File: src/rtl/vga_sprite_display.sv
// rtl/vga_sprite_display.sv - VGA pixel engine with scrolling background, sprites and collision scoring
module vga_sprite_display #(
    parameter int H_TOTAL  = 800,
    parameter int V_TOTAL  = 525,
    parameter int H_SYNC   = 96,
    parameter int V_SYNC   = 2,
    parameter int X_BEFORE = 144,
    parameter int Y_BEFORE = 35,
    parameter int H_ACTIVE = 640,
    parameter int V_ACTIVE = 480,
    parameter int BG_L     = 640,
    parameter int BG_W     = 480,
    parameter int N_OBJ    = 4,
    parameter int OBJ_SIZE = 40,
    parameter int SCORE_W  = 8
) (
    input  logic                 clk_vga,
    input  logic                 rst_n,
    input  logic                 end_show,
    input  logic [11:0]          x_begin,
    input  logic [12*N_OBJ-1:0]  obj_x,
    input  logic [12*N_OBJ-1:0]  obj_y,
    input  logic [12*N_OBJ-1:0]  obj_color,
    input  logic [15:0]          color_data_in,
    output logic                 addr_ena,
    output logic                 x_valid,
    output logic                 y_valid,
    output logic [3:0]           red,
    output logic [3:0]           green,
    output logic [3:0]           blue,
    output logic                 frame_start,
    output logic [N_OBJ-1:0]     hit,
    output logic [SCORE_W-1:0]   score
);

    localparam logic [11:0] H_LAST = 12'(H_TOTAL - 1);
    localparam logic [11:0] V_LAST = 12'(V_TOTAL - 1);
    localparam logic [11:0] H_SYNC12 = 12'(H_SYNC);
    localparam logic [11:0] V_SYNC12 = 12'(V_SYNC);
    localparam logic [12:0] XB13  = 13'(X_BEFORE);
    localparam logic [12:0] YB13  = 13'(Y_BEFORE);
    localparam logic [12:0] HA13  = 13'(H_ACTIVE);
    localparam logic [12:0] VA13  = 13'(V_ACTIVE);
    localparam logic [12:0] BGL13 = 13'(BG_L);
    localparam logic [12:0] BGW13 = 13'(BG_W);
    localparam logic [12:0] OS13  = 13'(OBJ_SIZE);
    localparam logic [SCORE_W+3:0] SCORE_MAX = {4'b0000, {SCORE_W{1'b1}}};

    logic [11:0]        h_cnt, v_cnt;
    logic [12:0]        h13, v13, px, py, xb13;
    logic               active, wrap;
    logic [N_OBJ-1:0]   obj_en;
    logic [11:0]        obj_pick;

    logic               active_d, addr_ena_d, hs_d, vs_d;
    logic [N_OBJ-1:0]   obj_en_d;
    logic [11:0]        obj_col_d;

    logic [11:0]        pix;
    logic [N_OBJ-1:0]   coll;
    logic [N_OBJ-1:0]   hit_acc;
    logic [SCORE_W+3:0] pop, score_sum;
    logic [SCORE_W-1:0] score_next;

    // Free-running pixel/line counters; one frame is H_TOTAL x V_TOTAL clocks
    always_ff @(posedge clk_vga or negedge rst_n) begin
        if (!rst_n) begin
            h_cnt <= '0;
            v_cnt <= '0;
        end else if (h_cnt == H_LAST) begin
            h_cnt <= '0;
            v_cnt <= (v_cnt == V_LAST) ? 12'd0 : v_cnt + 12'd1;
        end else begin
            h_cnt <= h_cnt + 12'd1;
        end
    end

    assign wrap   = (h_cnt == H_LAST) && (v_cnt == V_LAST);
    assign h13    = {1'b0, h_cnt};
    assign v13    = {1'b0, v_cnt};
    assign px     = h13 - XB13;
    assign py     = v13 - YB13;
    assign xb13   = {1'b0, x_begin};
    assign active = (h13 >= XB13) && (h13 < XB13 + HA13) &&
                    (v13 >= YB13) && (v13 < YB13 + VA13);

    // Background window is bottom-aligned and scrolls horizontally with x_begin
    assign addr_ena = active && (px >= xb13) && (px < xb13 + BGL13) &&
                      (py >= VA13 - BGW13) && (py < VA13);

    // Sprite hit-test at the current position; 13-bit bounds so edges never wrap
    always_comb begin
        obj_en = '0;
        for (int i = 0; i < N_OBJ; i++) begin
            obj_en[i] = active && !end_show &&
                        (px >= {1'b0, obj_x[12*i +: 12]}) &&
                        (px <  {1'b0, obj_x[12*i +: 12]} + OS13) &&
                        (py >= {1'b0, obj_y[12*i +: 12]}) &&
                        (py <  {1'b0, obj_y[12*i +: 12]} + OS13);
        end
    end

    // Lowest-index enabled sprite wins the colour; scan from the top down
    always_comb begin
        obj_pick = 12'h000;
        for (int i = N_OBJ - 1; i >= 0; i--) begin
            if (obj_en[i]) obj_pick = obj_color[12*i +: 12];
        end
    end

    // Stage 1: capture position-derived flags while the RAM read is in flight
    always_ff @(posedge clk_vga or negedge rst_n) begin
        if (!rst_n) begin
            active_d   <= 1'b0;
            addr_ena_d <= 1'b0;
            obj_en_d   <= '0;
            obj_col_d  <= '0;
            hs_d       <= 1'b1;
            vs_d       <= 1'b1;
        end else begin
            active_d   <= active;
            addr_ena_d <= addr_ena;
            obj_en_d   <= obj_en;
            obj_col_d  <= obj_pick;
            hs_d       <= (h_cnt >= H_SYNC12);
            vs_d       <= (v_cnt >= V_SYNC12);
        end
    end

    // Stage 2 colour select: sprite, then background RGB565 top bits, then border fill
    always_comb begin
        pix = 12'h000;
        if (|obj_en_d)
            pix = obj_col_d;
        else if (addr_ena_d)
            pix = {color_data_in[15:12], color_data_in[10:7], color_data_in[4:1]};
        else if (active_d)
            pix = 12'hFCD;
    end

    assign coll = obj_en_d & {N_OBJ{addr_ena_d && (color_data_in != 16'h0000)}};

    // Stage 2 output registers; syncs travel alongside RGB
    always_ff @(posedge clk_vga or negedge rst_n) begin
        if (!rst_n) begin
            red     <= '0;
            green   <= '0;
            blue    <= '0;
            x_valid <= 1'b1;
            y_valid <= 1'b1;
        end else begin
            red     <= pix[11:8];
            green   <= pix[7:4];
            blue    <= pix[3:0];
            x_valid <= hs_d;
            y_valid <= vs_d;
        end
    end

    // Number of sprites that collided during the frame just ending
    always_comb begin
        pop = '0;
        for (int i = 0; i < N_OBJ; i++) begin
            pop = pop + {{(SCORE_W+3){1'b0}}, hit_acc[i]};
        end
    end

    assign score_sum  = {4'b0000, score} + pop;
    assign score_next = (score_sum > SCORE_MAX) ? SCORE_MAX[SCORE_W-1:0] : score_sum[SCORE_W-1:0];

    // Frame boundary: publish sticky collisions, clear the accumulator, add to score
    always_ff @(posedge clk_vga or negedge rst_n) begin
        if (!rst_n) begin
            frame_start <= 1'b0;
            hit         <= '0;
            hit_acc     <= '0;
            score       <= '0;
        end else begin
            frame_start <= wrap;
            if (wrap) begin
                hit     <= hit_acc;
                hit_acc <= '0;
                if (!end_show) score <= score_next;
            end else begin
                hit_acc <= hit_acc | coll;
            end
        end
    end

endmodule

File: config.mk
export PLATFORM = sky130hd
export DESIGN_NAME = vga_sprite_display
export DESIGN_NICKNAME = d
export VERILOG_FILES = /design/src/rtl/vga_sprite_display.sv
export SDC_FILE = /design/constraint.sdc
export NUM_CORES = 1
export LEC_CHECK = 0
export CAP_MARGIN = 10
export CORE_MARGIN = 2
export CORE_UTILIZATION = 54
export DETAILED_ROUTE_END_ITERATION = 8
export PLACE_DENSITY = 0.88
export SYNTH_ARGS = -nofsm -noshare
export SYNTH_HDL_FRONTEND = slang
export SYNTH_SLANG_ARGS = --single-unit
File: constraint.sdc
create_clock -name clk_vga -period 6 [get_ports clk_vga]
set_input_delay 1.2 -clock clk_vga [delete_from_list [all_inputs] [get_ports clk_vga]]
set_output_delay 1.2 -clock clk_vga [all_outputs]
set_load 0.02 [all_outputs]
### Yosys cells after proc, flatten, opt, wreduce, memory -nomap -nowiden

Cells that the tools add are included.

| word-level totals | value |
|---|---|
| output and inout port bits | 28 |
| flip-flop bits (word level) | 75 |
| word-level logic and storage cells | 107 |
| bits of input ports | 175 |

| operators by class | value |
|---|---|
| add/subtract/negate cells | 17 |
| mux-type cells | 11 |
| eq/ne operators | 2 |
| reduce and logical (&&, ||, !) cells | 30 |
| $lt $le $gt $ge | 27 |
| bitwise logic cells | 3 |

Operators with widths:

| cell | number |
|---|---|
| $ge A13 B12 Y1 | 9 |
| $lt A13 B13 Y1 | 9 |
| $mux W12 | 9 |
| $add A12 B6 Y13 const B | 8 |
| $logic_and A1 B1 Y1 | 26 |
| $add A12 B1 Y12 const B | 2 |
| $eq A12 B10 Y1 const B | 2 |
| $lt A12 B10 Y1 const B | 2 |
| $reduce_bool A16 Y1 | 1 |
| $add A12 B10 Y13 const B | 1 |
| $ge A13 B1 Y1 const B | 1 |
| $lt A13 B9 Y1 const B | 1 |
| $sub A12 B6 Y13 const B | 1 |
| $sub A12 B8 Y13 const B | 1 |
| $ge A12 B2 Y1 const B | 1 |
| $ge A12 B6 Y1 const B | 1 |
| $ge A12 B7 Y1 const B | 1 |
| $ge A12 B8 Y1 const B | 1 |
| $add A8 B4 Y9 | 1 |
| $gt A9 B8 Y1 const B | 1 |
| $mux W8 | 1 |
| $add A3 B1 Y4 | 1 |
| $and A4 B4 Y4 | 1 |
| $mux W4 | 1 |
| other kinds (7) | 7 |

### Depth between registers and ports, before layout

| logic depth | value |
|---|---|
| word-level depth | 13 |
| depth in mapped cells | 16 |
| gate-level depth less buffers | 15 |

### Least setup slack after synthesis

OpenSTA, ideal clock, no wires.

| timing | value |
|---|---|
| kind | register to output |
| from | register h_cnt[4] |
| to | output port addr_ena |
| cell stages (with the launch flop) | 13 |
| path slack | 1608 ps |
| path buffers | 0 |
| arrival time | 3192 ps |
| data required time | 4800 ps |
| cells stage by stage | dfrtp_1 > inv_1 > ha_1 > nand2b_1 > nand2_1 > xor2_1 > ha_1 > a21o_1 > a211oi_1 > o221ai_1 > nor3_1 > nand3_1 > a211oi_1 |

| on the way | value |
|---|---|
| cells in the longest elaborated chain, start to end | 8 |
| elaborated cells between the ends (all ways) | 12 |
| those cells by class | add/sub (1); order compare (4); reduce/logical (7) |

Ends and longest elaborated chain:

| element | RTL line | source |
|---|---|---|
| start: declaration | 49 | `logic [11:0] h_cnt, v_cnt;` |
| start signal: assignment | 74 | `h_cnt <= h_cnt + 12'd1;` |
| branches (longest 5 deep; another with $sub A12 B8 Y13) | - |  |
| $logic_and A1 B1 Y1 (*) (2 in a row) | 88 | `assign addr_ena = active && (px >= xb13) && (px < xb13 + BGL13) &&` |
| $logic_and A1 B1 Y1 (*) | 89 | `(py >= VA13 - BGW13) && (py < VA13);` |
| end: declaration | 25 | `output logic addr_ena,` |

Every way passes the cells marked *.

### Final worst setup path

| timing | value |
|---|---|
| from | input port x_begin[8] |
| to | output port addr_ena |

| on the way | value |
|---|---|
| cells in the longest elaborated chain, start to end | 5 |
| elaborated cells between the ends (all ways) | 7 |
| those cells by class | add/sub (1); order compare (2); reduce/logical (4) |

Ends and longest elaborated chain:

| element | RTL line | source |
|---|---|---|
| start: declaration | 20 | `input logic [11:0] x_begin,` |
| $add A12 B10 Y13 or $ge A13 B12 Y1 (tied branches) | 88 |  |
| $lt A13 B13 Y1 or $logic_and A1 B1 Y1 (tied branches) | 88 |  |
| $logic_and A1 B1 Y1 (*) (2 in a row) | 88 |  |
| $logic_and A1 B1 Y1 (*) | 89 |  |

Every way passes the cells marked *; elsewhere a longest branch is shown, timed or not.

==> metrics.md <==
| Metric | Value |
|---|---|
| Outcome | completed |
| TNS Setup | 0 ps |
| Nets | 1,768 |
| Worst slew margin relative to its limit | 30.25% |
| Synthesis-to-layout area growth | 27.47% |
| Post-layout util | between 60% and 70% |
| Cell area after synthesis | 9718 sq um |
| Critical path class | input pin to primary output |
| Total CTS buffers | 9 |
| Main flop type after synthesis | dfrtp_1 |
| CP Capture Type | primary output |
| HP Start | vs_d |
| Clock power share | 36.9% |
| PortBufs | 202 |
| PostCTS Resize Cnt | 0 |
| Antenna-violating nets left | 0 |
| Via/cell ratio | 5.905 |
| Comb power frac | 27.9% |
| # fillers | 1,380 |
| Area contributors post-synth | ha_1, dfrtp_1, xnor2_1 |
| Worst-Margin Slew | between 1000 and 1500 ps |
| Buf/Inv on CP | 3 |
| Share of post-route cells with drive strength above 1 | between 4 and 5% |
| Hold worst-path end | y_valid |
| Final setup violation count | 0 |
| Final Max Slew Viols | 0 |
| Die Y | 138.2 um |
| Post-CTS setup repair buffer count | 0 |
| R2R setup slack | about 1500 ps |
| WHS Path Cells | 0 |
| P_sw | 380.4 uW |
| DP Area | 12,090 sq um |
| CP delay by family, top | buffers and inverters |
| Worst-path clk slew | approximately 50 ps |
| FP Rows | 49 |
| 1st-pass router iterations | 5 |
| CP arrival | 4210 ps |
| Max stage delay on crit path | 710 ps |
| Worst r2r dst | obj_col_d[2] |
| Most numerous cell in the Yosys netlist | ha_1 |
| Clk_lat worst skew | 330 ps |
| Hold WS | 359.6 ps |
| 1st-iter DRT viols | about 750 |
| Total clock sinks | 75 |
| Library cells used by synthesis | 63 |
| Design area | 12,390 sq um |
| YS warnings | 0 |
| RSZ-0062 raised after global routing | false |
| CORE AREA | 17,780 sq um |
| Antenna cells | 0 |
| DRC Markers | 0 |
| Final HPWL DP | between 20,000 and 25,000 um |
| Cell mode on critical path | clkdlybuf4s50_1 |
| GRT Overall Usage | 28.70% |
| CP Max Fanout | 2 |
| Post-synth top cells | ha_1, inv_1, a21oi_1 |
| Cts hold-fix bufs | 0 |
| Placement Setup Slack | 642.2 ps |
| Avg Inst Size Synth | 8.320 sq um |
| Multi-input gate area | 7233 sq um |
| Worst reg2reg startpoint | v_cnt[0] |
| Final period utilization | 90.09% |
| Pwr per Cell Area | roughly 120 nW/um^2 |
| Largest net degree at the start of global routing | 76 |
| Net Count, Synth | about 1,600 |
| FF+latch area | around 1900 sq um |
| Endpoints failing hold | 0 |
| Die X | 138.2 um |
| Pleak | 0.005731 uW |
| Sequential share of the synthesized area | 19.36% |
| Post-synth top area share | 27.42% |
| Sw Ratio | 26.25% |
| Internal power | ~1100 uW |
| Flop and latch count out of synthesis | 75 |
| Gate Count Post-Synth | 1,168 |
| Cell taking the most area after synthesis | ha_1 |
| Critical Path Source Type | input pin |
| Crit path cell chain | clkdlybuf4s50_1 > inv_1 > o21ai_0 > xnor2_1 > ha_1 > o211ai_1 > o221ai_1 > nor3_1 > nand3_1 > a211oi_1 > clkdlybuf4s50_1 |
| Sequential power share | 35.2% |
| Worst Reg-to-Reg Cells | 15 |
| HP Class | flop to flop |
| Vias in the first global route | about 9,500 |
| CTS tree | built |
| Post-synth EDFFs | 0 |
| Vias | 9,507 |
| Root Driver | clkbuf_16 |
| VDD IR max | 176.0 uV |
| Total Die Area | between 15,000 and 20,000 sq um |
| Antenna violations before repair | 0 |
| First-pass GRT wire length | approximately 46,000 um |
| Final worst slack | 594.4 ps |
| Fmax | around 180 MHz |
| Initial Util | between 50% and 60% |
| Longest Clk Path Bufs | 2 |
| Final GP Congestion | 0.9213 |
| Total routed wirelength | about 27,000 um |
| Wire per inst | 16.99 um |
| Max-Cap Viols | 0 |
| Worst clock skew | 9.671 ps |
| Worst path required time | 4800 ps |
| Worst path slowest cell | clkdlybuf4s50_1 |
| Min Tclk post-route | about 5400 ps |
| CTS H-tree depth | 3 |
| Ys async rst share | between 90% and 100% |
| Grt total ovfl | 0 |
| # IOs | 203 |
metal layers:
metal	vias to the layer above	part of all wire [%]	track usage, %
li1	4643	-	-
met1	4483	43	36.55
met2	318	49	50.10
met3	63	5.6	4.260
met4	0	3.3	9.291
met5	-	0	0
worst register-to-register path: stages (launching register included):
cell      delay [ps]
dfrtp_1          480
ha_1             360
o41ai_1          720
nand2_1          190
xnor2_1          170
buf_4            190
ha_1             320
a21oi_1          130
nor2b_1           50
o21ai_0          330
o311ai_0         390
a311oi_2         290
buf_4            250
and3_1           220
nor2_2           120
a22oi_1          220
through the flow:
stage,cells,power (uW)
final,1610,1449
after global routing,1610,1531
after CTS,1610,1450
after detailed placement,1595,918.7
after global placement,1595,900.6
after floorplan,1168,721.7
worst max-delay path by stage:
stage,startpoint,end,slack [ps],cells past startpoint
after floorplan,h_cnt[4],addr_ena,1610,12
after global placement,x_begin[8],addr_ena,760,11
after detailed placement,x_begin[8],addr_ena,640,11
after CTS,x_begin[8],addr_ena,620,11
after global routing,x_begin[8],addr_ena,350,11
final,x_begin[8],addr_ena,590,11
final cells by class:
type | count | share of cell area [%]
clock buffers | 13 | 2.101
clock inverters | 2 | 0.2828
inverters | 131 | 3.969
multi-input cells | 934 | 58.39
flip-flops and latches | 75 | 15.19
well taps | 229 | 2.313
repair buffers | 226 | 17.76
flip-flops by register name, summed over array words and instances, names as in the netlist, 4 cells and up:
signal     cells
hit            4
obj_col_d     12
v_cnt         12
hit_acc        4
blue           4
obj_en_d       4
h_cnt         12
red            4
green          4
score          8
cell families (layout without fill, tap and decap cells):
group / after synthesis / after routing / synth area share, %
buf+inv: 159 / 372 / 6.425
mux: 26 / 26 / 2.768
compound gates: 265 / 265 / 16.93
fa+ha+maj: 216 / 216 / 28.04
xor+xnor: 89 / 89 / 8.021
flops: 75 / 75 / 19.36
simple gates: 338 / 338 / 18.45
power groups by stage:
stage	Sequential (uW)	Clock [uW]	Combinational [uW]
3_5_place_dp	518	0	400
4_1_cts	510	537	403
3_3_place_gp	518	0	382
5_1_grt	510	563	458
6_report	510	535	405
2_1_floorplan	520	0	202
placed cells by master (no fill, tap or decap), types with 4 or more instances in the layout:
cell type	Yosys	routed
a2111oi_0	11	11
a211oi_1	12	12
a21o_1	16	16
a21oi_1	94	94
a22oi_1	5	5
a31o_2	5	5
a31oi_1	8	8
and2_1	5	5
and3_1	24	24
buf_4	0	25
clkbuf_16	0	9
clkdlybuf4s50_1	0	201
dfrtp_1	71	71
dfstp_2	4	4
ha_1	213	213
inv_1	131	131
mux2_2	7	7
mux2i_1	19	19
nand2_1	60	60
nand2b_1	13	13
nand3_1	40	40
nand4_1	20	20
nand4b_1	8	8
nor2_1	67	67
nor2b_1	20	20
nor3_1	35	35
nor3b_1	8	8
nor4_1	17	16
o2111ai_1	9	9
o211ai_1	5	5
o21a_1	7	7
o21ai_0	66	66
o31a_1	4	4
xnor2_1	61	61
xor2_1	28	28
Note: power is estimated with default switching activity, not from simulation.
==> variant (same settings) <==
Set the parameter `N_OBJ` to 6 (it was 4).
--- a/src/rtl/vga_sprite_display.sv
+++ b/src/rtl/vga_sprite_display.sv
@@ -10,7 +10,7 @@
     parameter int V_ACTIVE = 480,
     parameter int BG_L     = 640,
     parameter int BG_W     = 480,
-    parameter int N_OBJ    = 4,
+    parameter int N_OBJ    = 6,
     parameter int OBJ_SIZE = 40,
     parameter int SCORE_W  = 8
 ) (
Interface: changed (resized hit, obj_color, obj_x and obj_y); port bits go from 203 to 277. No check against the original RTL was run, so the function may have changed too.
==> variant against the original RTL <==
  * Design area is 32% higher
  * Combinational power is 45% higher
  * Setup slack better by 5.7 ps
  * Total power is 19% higher
  * Sequential cell count is 6 higher
  * Area after synthesis is 32% higher
  * Wire length is 43% higher
  * Clock power is 9.7% higher
==> variant: results (changes against the original RTL) <==
[run_status]
status=finished clean  ; unchanged

[finish]
antenna_cells=2  ; was 0
drive_gt1_share_pct=3.76  ; was 4.71%
multi_input_gates=1259  ; was 934
inv_count=201  ; was 131
multi_input_area_share_pct=60.3  ; was 58.4%
fillers=1789  ; was 1380
layout.nets=2417  ; was 1768
clkCellAreaFrac_pct=1.95  ; was 2.38%
seq-cell-share_pct=12.4  ; was 15.2%
clockBufferCount=10  ; was 13

[global_route]
gr-usage-met2_pct=54.2  ; was 50.1%
use_met1_pct=36.1  ; was 36.5%
grtUsageMet3_pct=3.04  ; was 4.26%
grt_max_degree=82  ; was 76

[yosys]
synth_compound_area_share_pct=20.3  ; was 16.9%
synth_nets=2132  ; was 1559
synthXorXnorAreaFrac_pct=8.13  ; was 8.02%
synth_adder_area_share_pct=30.6  ; was 28.0%
synth_area_leaders=ha_1 (30%), dfrtp_1 (15%), xnor2_1 (6.0%)  ; was ha_1 (27%), dfrtp_1 (18%), xnor2_1 (5.5%)
ys_seq_area_share_pct=15.8  ; was 19.4%
synthMuxAreaShare_pct=1.41  ; was 2.77%

[setup_path]
reg2reg_to=obj_col_d[6]  ; was obj_col_d[2]
critPathMaxStageDelay_ps=680  ; was 710 ps
rrSetupSlack_ps=1080  ; was 1480 ps
ff2ff_path_depth=14  ; was 15
critical_path_peak_fanout=3  ; was 2

[power]
p_leak_nw=7.63  ; was 5.73 nW
p_seq_w=0.000549  ; was 0.000510 W
comb_power_w=0.000588  ; was 0.000405 W

[drt]
wl_met2_um=19200  ; was 13300 um
wl_met3_um=2300  ; was 1520 um
wl_per_cell_um=17.9  ; was 17.0 um
initialDrtViolationCount=794  ; was 751
m1WireLength_um=15800  ; was 11600 um

[place]
place.detailed.hpwl_um=31700  ; was 21900 um
port_buffers=276  ; was 202
gp_congestion=0.916  ; was 0.921

[clocking]
cts_sinks=81  ; was 75

variant: cell count changes after synthesis, sizes merged, moves of 15 or more:
cell | unedited run | this run
a211oi | 12 | 38
ha | 213 | 307
inv | 131 | 201
nand2 | 60 | 100
nor2 | 68 | 86
o211ai | 5 | 20
o21ai | 66 | 119
xnor2 | 61 | 88
variant: worst max path at each step:
stage	from	to	slack, ps
final	x_begin[7]	addr_ena	600
after global placement	obj_x[51]	obj_col_d[11]	500
after detailed placement	x_begin[7]	addr_ena	580
after global routing	x_begin[7]	addr_ena	360
after CTS	x_begin[7]	addr_ena	590
after floorplan	h_cnt[4]	obj_col_d[10]	1640
variant: through the flow:
stage          area (um^2)  worst slack, ps  power, W  cells
6_report             16400              600   0.00172   2185
5_1_grt              16400              365   0.00181   2185
4_1_cts              16400              586   0.00172   2183
3_5_place_dp         16100              583   0.00114   2167
3_3_place_gp         16100              496   0.00111   2166
2_1_floorplan        12800             1640  0.000857   1574
